$ cat src/rtl/imm_pkg.sv
// Shared definitions for the immediate-extension pipeline.
//   imm_src_e : ImmSrc encoding of the immediate format select.
//   pipe_st_e : occupancy state of the two-entry output buffer.
package imm_pkg;

  typedef enum logic [2:0] {
    IMM_I     = 3'b000,
    IMM_S     = 3'b001,
    IMM_B     = 3'b010,
    IMM_U     = 3'b011,
    IMM_J     = 3'b100,
    IMM_SHAMT = 3'b101,
    IMM_ZIMM  = 3'b110,
    IMM_ILL   = 3'b111
  } imm_src_e;

  typedef enum logic [1:0] {
    ST_EMPTY = 2'b00,
    ST_ONE   = 2'b01,
    ST_FULL  = 2'b10
  } pipe_st_e;

endpackage

$ cat src/rtl/imm_decode.sv
// Combinational RISC-V immediate decoder.
// Ports:
//   imm_src  in  immediate format select
//   instr    in  32-bit instruction word
//   imm      out immediate, extended to DATAWIDTH (32 or 64)
//   illegal  out format select is the reserved encoding
module imm_decode
  import imm_pkg::*;
#(
  parameter int DATAWIDTH = 32
) (
  input  imm_src_e               imm_src,
  input  logic [31:0]            instr,
  output logic [DATAWIDTH-1:0]   imm,
  output logic                   illegal
);

  logic signed [31:0] sx_val;
  logic        [31:0] zx_val;
  logic               use_sx;
  logic               unused_opcode;

  // The opcode field never contributes to any immediate.
  assign unused_opcode = ^instr[6:0];

  always_comb begin
    sx_val  = '0;
    zx_val  = '0;
    use_sx  = 1'b0;
    illegal = 1'b0;
    case (imm_src)
      IMM_I: begin
        use_sx = 1'b1;
        sx_val = {{20{instr[31]}}, instr[31:20]};
      end
      IMM_S: begin
        use_sx = 1'b1;
        sx_val = {{20{instr[31]}}, instr[31:25], instr[11:7]};
      end
      IMM_B: begin
        use_sx = 1'b1;
        sx_val = {{19{instr[31]}}, instr[31], instr[7], instr[30:25], instr[11:8], 1'b0};
      end
      IMM_U: begin
        use_sx = 1'b1;
        sx_val = {instr[31:12], 12'h000};
      end
      IMM_J: begin
        use_sx = 1'b1;
        sx_val = {{11{instr[31]}}, instr[31], instr[19:12], instr[20], instr[30:21], 1'b0};
      end
      // RV64 shift amounts carry one extra bit.
      IMM_SHAMT: zx_val = (DATAWIDTH == 64) ? {26'h0, instr[25:20]} : {27'h0, instr[24:20]};
      IMM_ZIMM:  zx_val = {27'h0, instr[19:15]};
      default:   illegal = 1'b1;
    endcase
    // The 32-bit intermediate is already sign-correct; widening a signed
    // value replicates bit 31 up to DATAWIDTH.
    if (use_sx) imm = DATAWIDTH'(sx_val);
    else        imm = DATAWIDTH'(zx_val);
  end

endmodule

$ cat src/rtl/imm_extend_pipe.sv
// Immediate-extension stage with valid/ready handshake and a two-entry
// skid buffer so ready_o is a pure register.
// Ports:
//   clk_i, rst_i          clock, synchronous active-high reset
//   valid_i/ready_o       upstream handshake
//   ImmSrc_i, Instr_i     format select and instruction word
//   Tag_i                 sideband tag carried with the item
//   valid_o/ready_i       downstream handshake
//   ImmExt_o, Tag_o       extended immediate and tag (0 when not valid)
//   Err_o                 item used the illegal format
// Build option: IMM_ILLEGAL_DETECT_EN enables the stored error flag;
// otherwise Err_o is tied low.
module imm_extend_pipe
  import imm_pkg::*;
#(
  parameter int DATAWIDTH = 32,
  parameter int TAGWIDTH  = 32
) (
  input  logic                  clk_i,
  input  logic                  rst_i,
  input  logic                  valid_i,
  output logic                  ready_o,
  input  logic [2:0]            ImmSrc_i,
  input  logic [31:0]           Instr_i,
  input  logic [TAGWIDTH-1:0]   Tag_i,
  output logic                  valid_o,
  input  logic                  ready_i,
  output logic [DATAWIDTH-1:0]  ImmExt_o,
  output logic [TAGWIDTH-1:0]   Tag_o,
  output logic                  Err_o
);

  pipe_st_e             state, state_n;
  logic                 ready_q;
  logic                 vld_p0;
  logic                 accept, retire;
  logic                 ld_main_in, ld_main_skid, ld_skid;
  logic [DATAWIDTH-1:0] dec_imm;
  logic                 dec_ill;
  logic [DATAWIDTH-1:0] main_imm_p0, skid_imm_p0;
  logic [TAGWIDTH-1:0]  main_tag_p0, skid_tag_p0;

  imm_decode #(.DATAWIDTH(DATAWIDTH)) u_decode (
    .imm_src (imm_src_e'(ImmSrc_i)),
    .instr   (Instr_i),
    .imm     (dec_imm),
    .illegal (dec_ill)
  );

  assign vld_p0  = (state != ST_EMPTY);
  assign accept  = valid_i && ready_q;
  assign retire  = vld_p0 && ready_i;

  always_comb begin
    state_n      = state;
    ld_main_in   = 1'b0;
    ld_main_skid = 1'b0;
    ld_skid      = 1'b0;
    case (state)
      ST_EMPTY: begin
        if (accept) begin
          ld_main_in = 1'b1;
          state_n    = ST_ONE;
        end
      end
      ST_ONE: begin
        if (accept && retire) begin
          ld_main_in = 1'b1;
        end else if (accept) begin
          ld_skid = 1'b1;
          state_n = ST_FULL;
        end else if (retire) begin
          state_n = ST_EMPTY;
        end
      end
      ST_FULL: begin
        // ready_o is low here, so no accept can coincide.
        if (retire) begin
          ld_main_skid = 1'b1;
          state_n      = ST_ONE;
        end
      end
      default: state_n = ST_EMPTY;
    endcase
  end

  // Stage p0: main/skid registers and control state
  always_ff @(posedge clk_i) begin
    if (rst_i) begin
      state       <= ST_EMPTY;
      ready_q     <= 1'b1;
      main_imm_p0 <= '0;
      main_tag_p0 <= '0;
      skid_imm_p0 <= '0;
      skid_tag_p0 <= '0;
    end else begin
      state   <= state_n;
      // Registered look-ahead keeps ready_i out of the ready_o cone.
      ready_q <= (state_n != ST_FULL);
      if (ld_main_in) begin
        main_imm_p0 <= dec_imm;
        main_tag_p0 <= Tag_i;
      end else if (ld_main_skid) begin
        main_imm_p0 <= skid_imm_p0;
        main_tag_p0 <= skid_tag_p0;
      end
      if (ld_skid) begin
        skid_imm_p0 <= dec_imm;
        skid_tag_p0 <= Tag_i;
      end
    end
  end

`ifdef IMM_ILLEGAL_DETECT_EN
  logic main_err_p0, skid_err_p0;

  always_ff @(posedge clk_i) begin
    if (rst_i) begin
      main_err_p0 <= 1'b0;
      skid_err_p0 <= 1'b0;
    end else begin
      if (ld_main_in)        main_err_p0 <= dec_ill;
      else if (ld_main_skid) main_err_p0 <= skid_err_p0;
      if (ld_skid)           skid_err_p0 <= dec_ill;
    end
  end

  assign Err_o = vld_p0 & main_err_p0;
`else
  logic unused_illegal;
  assign unused_illegal = dec_ill;
  assign Err_o          = 1'b0;
`endif

  assign ready_o  = ready_q;
  assign valid_o  = vld_p0;
  assign ImmExt_o = vld_p0 ? main_imm_p0 : '0;
  assign Tag_o    = vld_p0 ? main_tag_p0 : '0;

endmodule

$ cat config.mk
export PLATFORM = sky130hd
export DESIGN_NAME = imm_extend_pipe
export DESIGN_NICKNAME = d
export VERILOG_FILES = /design/src/rtl/imm_pkg.sv /design/src/rtl/imm_decode.sv /design/src/rtl/imm_extend_pipe.sv
export SDC_FILE = /design/constraint.sdc
export NUM_CORES = 1
export LEC_CHECK = 0
export ABC_AREA = 0
export CAP_MARGIN = 20
export CORE_ASPECT_RATIO = 0.8
export CORE_MARGIN = 5
export CORE_UTILIZATION = 56
export CTS_CLUSTER_SIZE = 25
export DETAILED_ROUTE_END_ITERATION = 16
export PLACE_DENSITY_LB_ADDON = 0.3
export RECOVER_POWER = 50
export SLEW_MARGIN = 20
export SYNTH_ARGS = -nofsm -noshare
export SYNTH_HDL_FRONTEND = slang
export SYNTH_HIERARCHICAL = 1
export SYNTH_SLANG_ARGS = --single-unit
$ cat constraint.sdc
create_clock -name clk_i -period 2.6 [get_ports clk_i]
set_input_delay 0.78 -clock clk_i [delete_from_list [all_inputs] [get_ports clk_i]]
set_output_delay 0.78 -clock clk_i [all_outputs]
set_load 0.03 [all_outputs]
==> key figures, run 1 <==
Outcome
  – Status: finished, final reports clean

Routing
  – Met2 Routed Length: 9174 µm
  – Wire per inst: 17.14 µm
  – Routed WL: 18640 µm
  – Via density: 5.793
  – DR DRC count: 0
  – Detailed Route Iter0 Violations: ~630
  – Via count: 6303
  – Antenna Nets Post-Route: 0
  – Max layer used: met4
  – 1st-pass router iterations: 5
  – Met1 wire length: around 7800 µm
  – Met3 routed WL: 1323 µm

Setup path
  – Crit path max fanout: 23
  – Setup crit end kind: primary output
  – CP max-delay cell: dfxtp_1
  – End of the critical path: Tag_o[18]
  – R2R Setup Slk: between 0.6 and 0.7 ns
  – Worst EP required: 1.82 ns
  – Critical R2R Capture: main_imm_p0[25]
  – Max incr delay on CP: 0.46 ns
  – Crit Path Class: register to primary output
  – Worst setup startpoint: state[0]
  – R2R depth: 5
  – Bufs and invs on worst path: 2
  – Levels on crit path: 4
  – CP Launch Type: register
  – R2R Path Start: state[0]
  – Crit-path leading delay family: buffers and inverters
  – CP Cell Sequence: nor2_4, buf_4, nor2b_1, dlygate4sd2_1
  – Critical path arrival: 1.77 ns

Yosys
  – Syn. warnings: 6
  – Synth Cell Area: roughly 6600 µm²
  – Post-Syn Instances: ~820
  – Synthesized net count: 894
  – Syn_area_per_cell: 8.012 µm²

STA
  – Setup Skew: roughly 0.009 ns
  – Slew HR: 55.54%
  – Final Hold Vio Count: 0
  – Worst slew pin tran: roughly 0.67 ns
  – Fmax: 392.6 MHz
  – Final setup margin: around 0.053 ns
  – Total Neg Setup Slack: 0 ns
  – Pins over their slew limit: 0
  – Fin crit period: 2.547 ns
  – RSZ-0062 raised after global routing: no
  – Period utilization: 97.98%
  – Setup violations, final: 0

Placed design
  – Dpl hpwl: about 12000 µm
  – Place WS: -0.004567 ns
  – Placer Congestion: about 0.9
  – Port Buffers: 129
  – DP Cell Count: 1056

Global routing
  – Antenna violations before repair: 0
  – GRT Util Overall: ~26%
  – Total gr overflow: 0
  – Largest net degree at the start of global routing: between 60 and 70
  – Number of global-route vias before repair: between 6000 and 7000
  – First-pass GRT wire length: 29890 µm

Clock tree
  – Setup bufs post-CTS: 0
  – Hold buffer count at CTS: 0
  – Post-CTS sizing: 51
  – Worst-path clk slew: 0.06 ns
  – H-tree depth: 4
  – Clk_lat worst skew: 0.42 ns
  – CTS tree: yes
  – CTS Buf Count: 17
  – Clk buf depth: 2
  – Root Buffer: clkbuf_16
  – # clock sinks: ~130

Floorplanning
  – Die height: ~110 µm
  – Die W: 131.3 µm
  – Initial Util: a little under three fifths
  – Placement row count: 35
  – Core box area: 11520 µm²
  – Die footprint: 14060 µm²
  – Io pins: 138

Finish
  – Antenna fix cells: 0
  – Finished Core Util: 73.28%
  – Layout area overhead: 27.99%
  – Final net count: 998
  – Post-Layout Cell Count: approximately 1100
  – Most frequent cells in the layout: nand2_1, dfxtp_1, a21oi_1, nor2_1, nor2b_1
  – Layout cells sized above 1: 13.72%
  – FILL cells: around 850
  – Commonest non-fill, non-tap cell in the layout: nand2_1

Pwr
  – Overall power: ~5600 µW
  – P_int: 4055 µW
  – Peak supply drop: 0.5320 mV
  – Net Sw Power: ~1600 µW
  – Sw Share: 27.90%
  – Flop pwr share: approximately two fifths
  – Clk pwr share: 44.4%
  – P per Cell Area: 666.4 nW/µm²
  – Leakage power: 0.003267 µW
  – Comb power frac: about 17%

Hold path
  – Worst min-delay path class: register to register

Flow run
  – Max-cap violations: 0
## worst min-delay path by stage
stage / start / endpoint / cells after the start
after detailed placement: skid_imm_p0[4] / skid_imm_p0[4] / 2
after CTS: skid_imm_p0[4] / skid_imm_p0[4] / 2
final: skid_tag_p0[23] / skid_tag_p0[23] / 2
after floorplan: skid_imm_p0[0] / skid_imm_p0[0] / 2
after global routing: skid_tag_p0[6] / skid_tag_p0[6] / 2
after global placement: skid_tag_p0[23] / skid_tag_p0[23] / 2
## through the flow
step,hold WS [ns],instance area (µm²)
2_1_floorplan,0.4366,6594
3_3_place_gp,0.4416,7946
3_5_place_dp,0.4467,7946
4_1_cts,0.4546,8506
5_1_grt,0.4717,8439
6_report,0.4549,8439
## power by group through the flow
stage	clock network (µW)	logic [µW]	registers (µW)
3_3_place_gp	0	939	2220
5_1_grt	2610	1010	2200
4_1_cts	2520	950	2190
2_1_floorplan	0	641	2210
6_report	2490	939	2190
3_5_place_dp	0	970	2230
## worst reg2reg max path: cells and delay by family (launching register included)
kind | cells | cell delay (ns)
AOI/OAI and AO/OA | 1 | 0.26
buffers and inverters | 1 | 0.52
DFF | 1 | 0.46
and+or+nand+nor | 3 | 0.66
## routing by layer
layer	global-route usage, %	vias to the layer above
met5	0	-
met4	7.856	0
met3	6.191	35
met2	43.26	270
met1	32.75	3023
li1	-	2975
## sequential cells by signal, summed over array words and instances (netlist names)
name         count
skid_imm_p0     32
skid_tag_p0     32
main_imm_p0     32
ready_o          1
state            2
main_tag_p0     32
## area by class of cell
cell class                 instances  area, µm²  area share [%]
clock buffer                      17      425.4           5.041
clock inverter                    15      197.7           2.342
inverter                           5      18.77          0.2224
multi-input combinational        611       3408           40.39
sequential                       131       2623           31.07
tap                              148      185.2           2.194
timing repair buffer             161       1582           18.74
Power figures use the tool's default switching activity.
==> run 2, diff against run 1 <==
- CORE_UTILIZATION: 56 -> 25
==> run 2 against run 1 <==
  * Critical path depth is 1 lower
  * Design area up 2.7%
  * Hold slack got worse by 0.00095 ns
  * Sequential share of layout area down 0.83 points
  * Register-to-register slack is essentially flat
  * Maximum frequency rose by 3.0%
  * Non-clock buffer count up 4
  * Power decreased by 0.88%
  * Final cell count up 20%
  * Combinational power barely moved
==> key figures, run 2 (synthesis gave the netlist of run 1 again) <==
Setup path
  – Bufs and invs on worst path: 1
  – Worst EP required: 1.82 ns
  – Max incr delay on CP: 0.69 ns
  – CP Cell Sequence: nor2_4, nor2b_1, clkdlybuf4s50_1
  – CP max-delay cell: clkdlybuf4s50_1
  – Crit Path Class: register to primary output
  – Crit-path leading delay family: buffers and inverters
  – Crit path max fanout: 4
  – Setup crit end kind: primary output
  – Critical path arrival: between 1.5 and 2 ns
  – CP Launch Type: register

Routing
  – Met3 routed WL: 803 µm
  – Via count: 5883
  – Met1 wire length: 9545 µm
  – Antenna Nets Post-Route: 0
  – 1st-pass router iterations: 5
  – Wire per inst: 14.93 µm
  – DR DRC count: 0
  – Met2 Routed Length: 8800 µm
  – Via density: 4.522
  – Max layer used: met4
  – Routed WL: 19430 µm
  – Detailed Route Iter0 Violations: 406

STA
  – Worst slew pin tran: 0.8353 ns
  – Final Hold Vio Count: 0
  – Pins over their slew limit: 0
  – Final setup margin: ~0.13 ns
  – Fin crit period: 2.472 ns
  – Setup violations, final: 0
  – Setup Skew: 0.004773 ns
  – Slew HR: about 44%
  – Period utilization: 95.09%
  – RSZ-0062 raised after global routing: no
  – Fmax: between 400 and 500 MHz

Clock tree
  – CTS tree: yes
  – Clk_lat worst skew: roughly 0.4 ns
  – H-tree depth: 4
  – # clock sinks: 131
  – Worst-path clk slew: 0.06 ns
  – Hold buffer count at CTS: 0
  – Clk buf depth: 2
  – Root Buffer: clkbuf_16
  – CTS Buf Count: 17

Pwr
  – Comb power frac: around 17%
  – Overall power: 5575 µW
  – P per Cell Area: 643.0 nW/µm²
  – Peak supply drop: 0.3865 mV
  – Net Sw Power: 1609 µW
  – P_int: 3965 µW
  – Clk pwr share: 44.1%
  – Flop pwr share: 39.1%
  – Leakage power: 0.003264 µW
  – Sw Share: 28.86%

Global routing
  – Number of global-route vias before repair: between 5000 and 6000
  – Largest net degree at the start of global routing: 76
  – Total gr overflow: 0
  – First-pass GRT wire length: 30820 µm
  – GRT Util Overall: 12.97%
  – Antenna violations before repair: 0

Floorplanning
  – Die height: 155.3 µm
  – Die W: between 150 and 200 µm
  – Die footprint: 29740 µm²
  – Initial Util: about a quarter
  – Io pins: 138
  – Placement row count: 53
  – Core box area: 26130 µm²

Finish
  – Layout cells sized above 1: roughly 14%
  – Post-Layout Cell Count: 1301
  – Most frequent cells in the layout: nand2_1, dfxtp_1, a21oi_1, nor2_1, nor2b_1
  – Layout area overhead: 31.48%
  – Antenna fix cells: 0
  – Final net count: 1002
  – FILL cells: between 2000 and 3000
  – Commonest non-fill, non-tap cell in the layout: nand2_1
  – Sequential cell area: 2623 µm²
  – Design area: 8670 µm²
  – Multi-input gate area: about 3400 µm²

Placed design
  – Area after DPL: 8195 µm²
  – Port Buffers: 129
  – Placer Congestion: 0.8053
  – Place WS: -0.08643 ns
  – Dpl hpwl: about 13000 µm
  – DP Cell Count: 1269

Hold path
  – Worst min-delay path class: register to register

Outcome
  – Status: finished, final reports clean

Flow run
  – Max-cap violations: 0
[run 2: tightest hold or removal path, cell delays in order (launching register included)]
cell and delay, ns:
dfxtp_1 0.31, nand2_1 0.05, a21oi_1 0.05
[run 2: repair_timing]
item / CTS / global route
buffers inserted: 0 / 0
endpoints found under the setup margin: 48 / 0
resized for setup: 49 / 0
[run 2: path summary, 6_finish.rpt]
kind | depth (start not counted) | to | slack [ns] | start
worst max-delay path | 3 | Tag_o[3] | 0.13 | state[1]
worst min-delay path | 2 | skid_imm_p0[7] | 0.45 | skid_imm_p0[7]
worst max register to register | 6 | skid_tag_p0[21] | 0.62 | state[0]
worst min register to register | 2 | skid_imm_p0[7] | 0.45 | skid_imm_p0[7]
[run 2: area by class of cell]
cell class	instances	share of cell area, %
Clock buffer	17	4.907
Clock inverter	15	2.006
Inverter	5	0.2165
Multi-Input combinational cell	611	39.30
Sequential cell	131	30.25
Tap cell	357	5.152
Timing Repair Buffer	165	18.17
[run 2: power by group through the flow]
stage                     registers [µW]  logic (µW)  clock network [µW]
final                               2180         938                2460
after global routing                2190        1030                2630
after CTS                           2180         966                2530
after detailed placement            2220         990                   0
after global placement              2220         982                   0
after floorplan                     2210         641                   0
[run 2: per-stage QoR]
step / hold slack, ns / utilization (%) / TNS [ns]
after floorplan: 0.4366 / - / 0
after global placement: 0.4409 / 31.37 / -0.1044
after detailed placement: 0.4465 / 31.37 / -0.09075
after CTS: 0.4552 / 33.45 / 0
after global routing: 0.4690 / 33.18 / 0
final: 0.4539 / 33.18 / 0
[run 2: per-layer routing]
metal  up-vias  global-route usage [%]
met5         -                       0
met2        96                   20.12
li1       2976                       -
met4         0                   3.761
met3        15                   3.163
met1      2796                   17.97
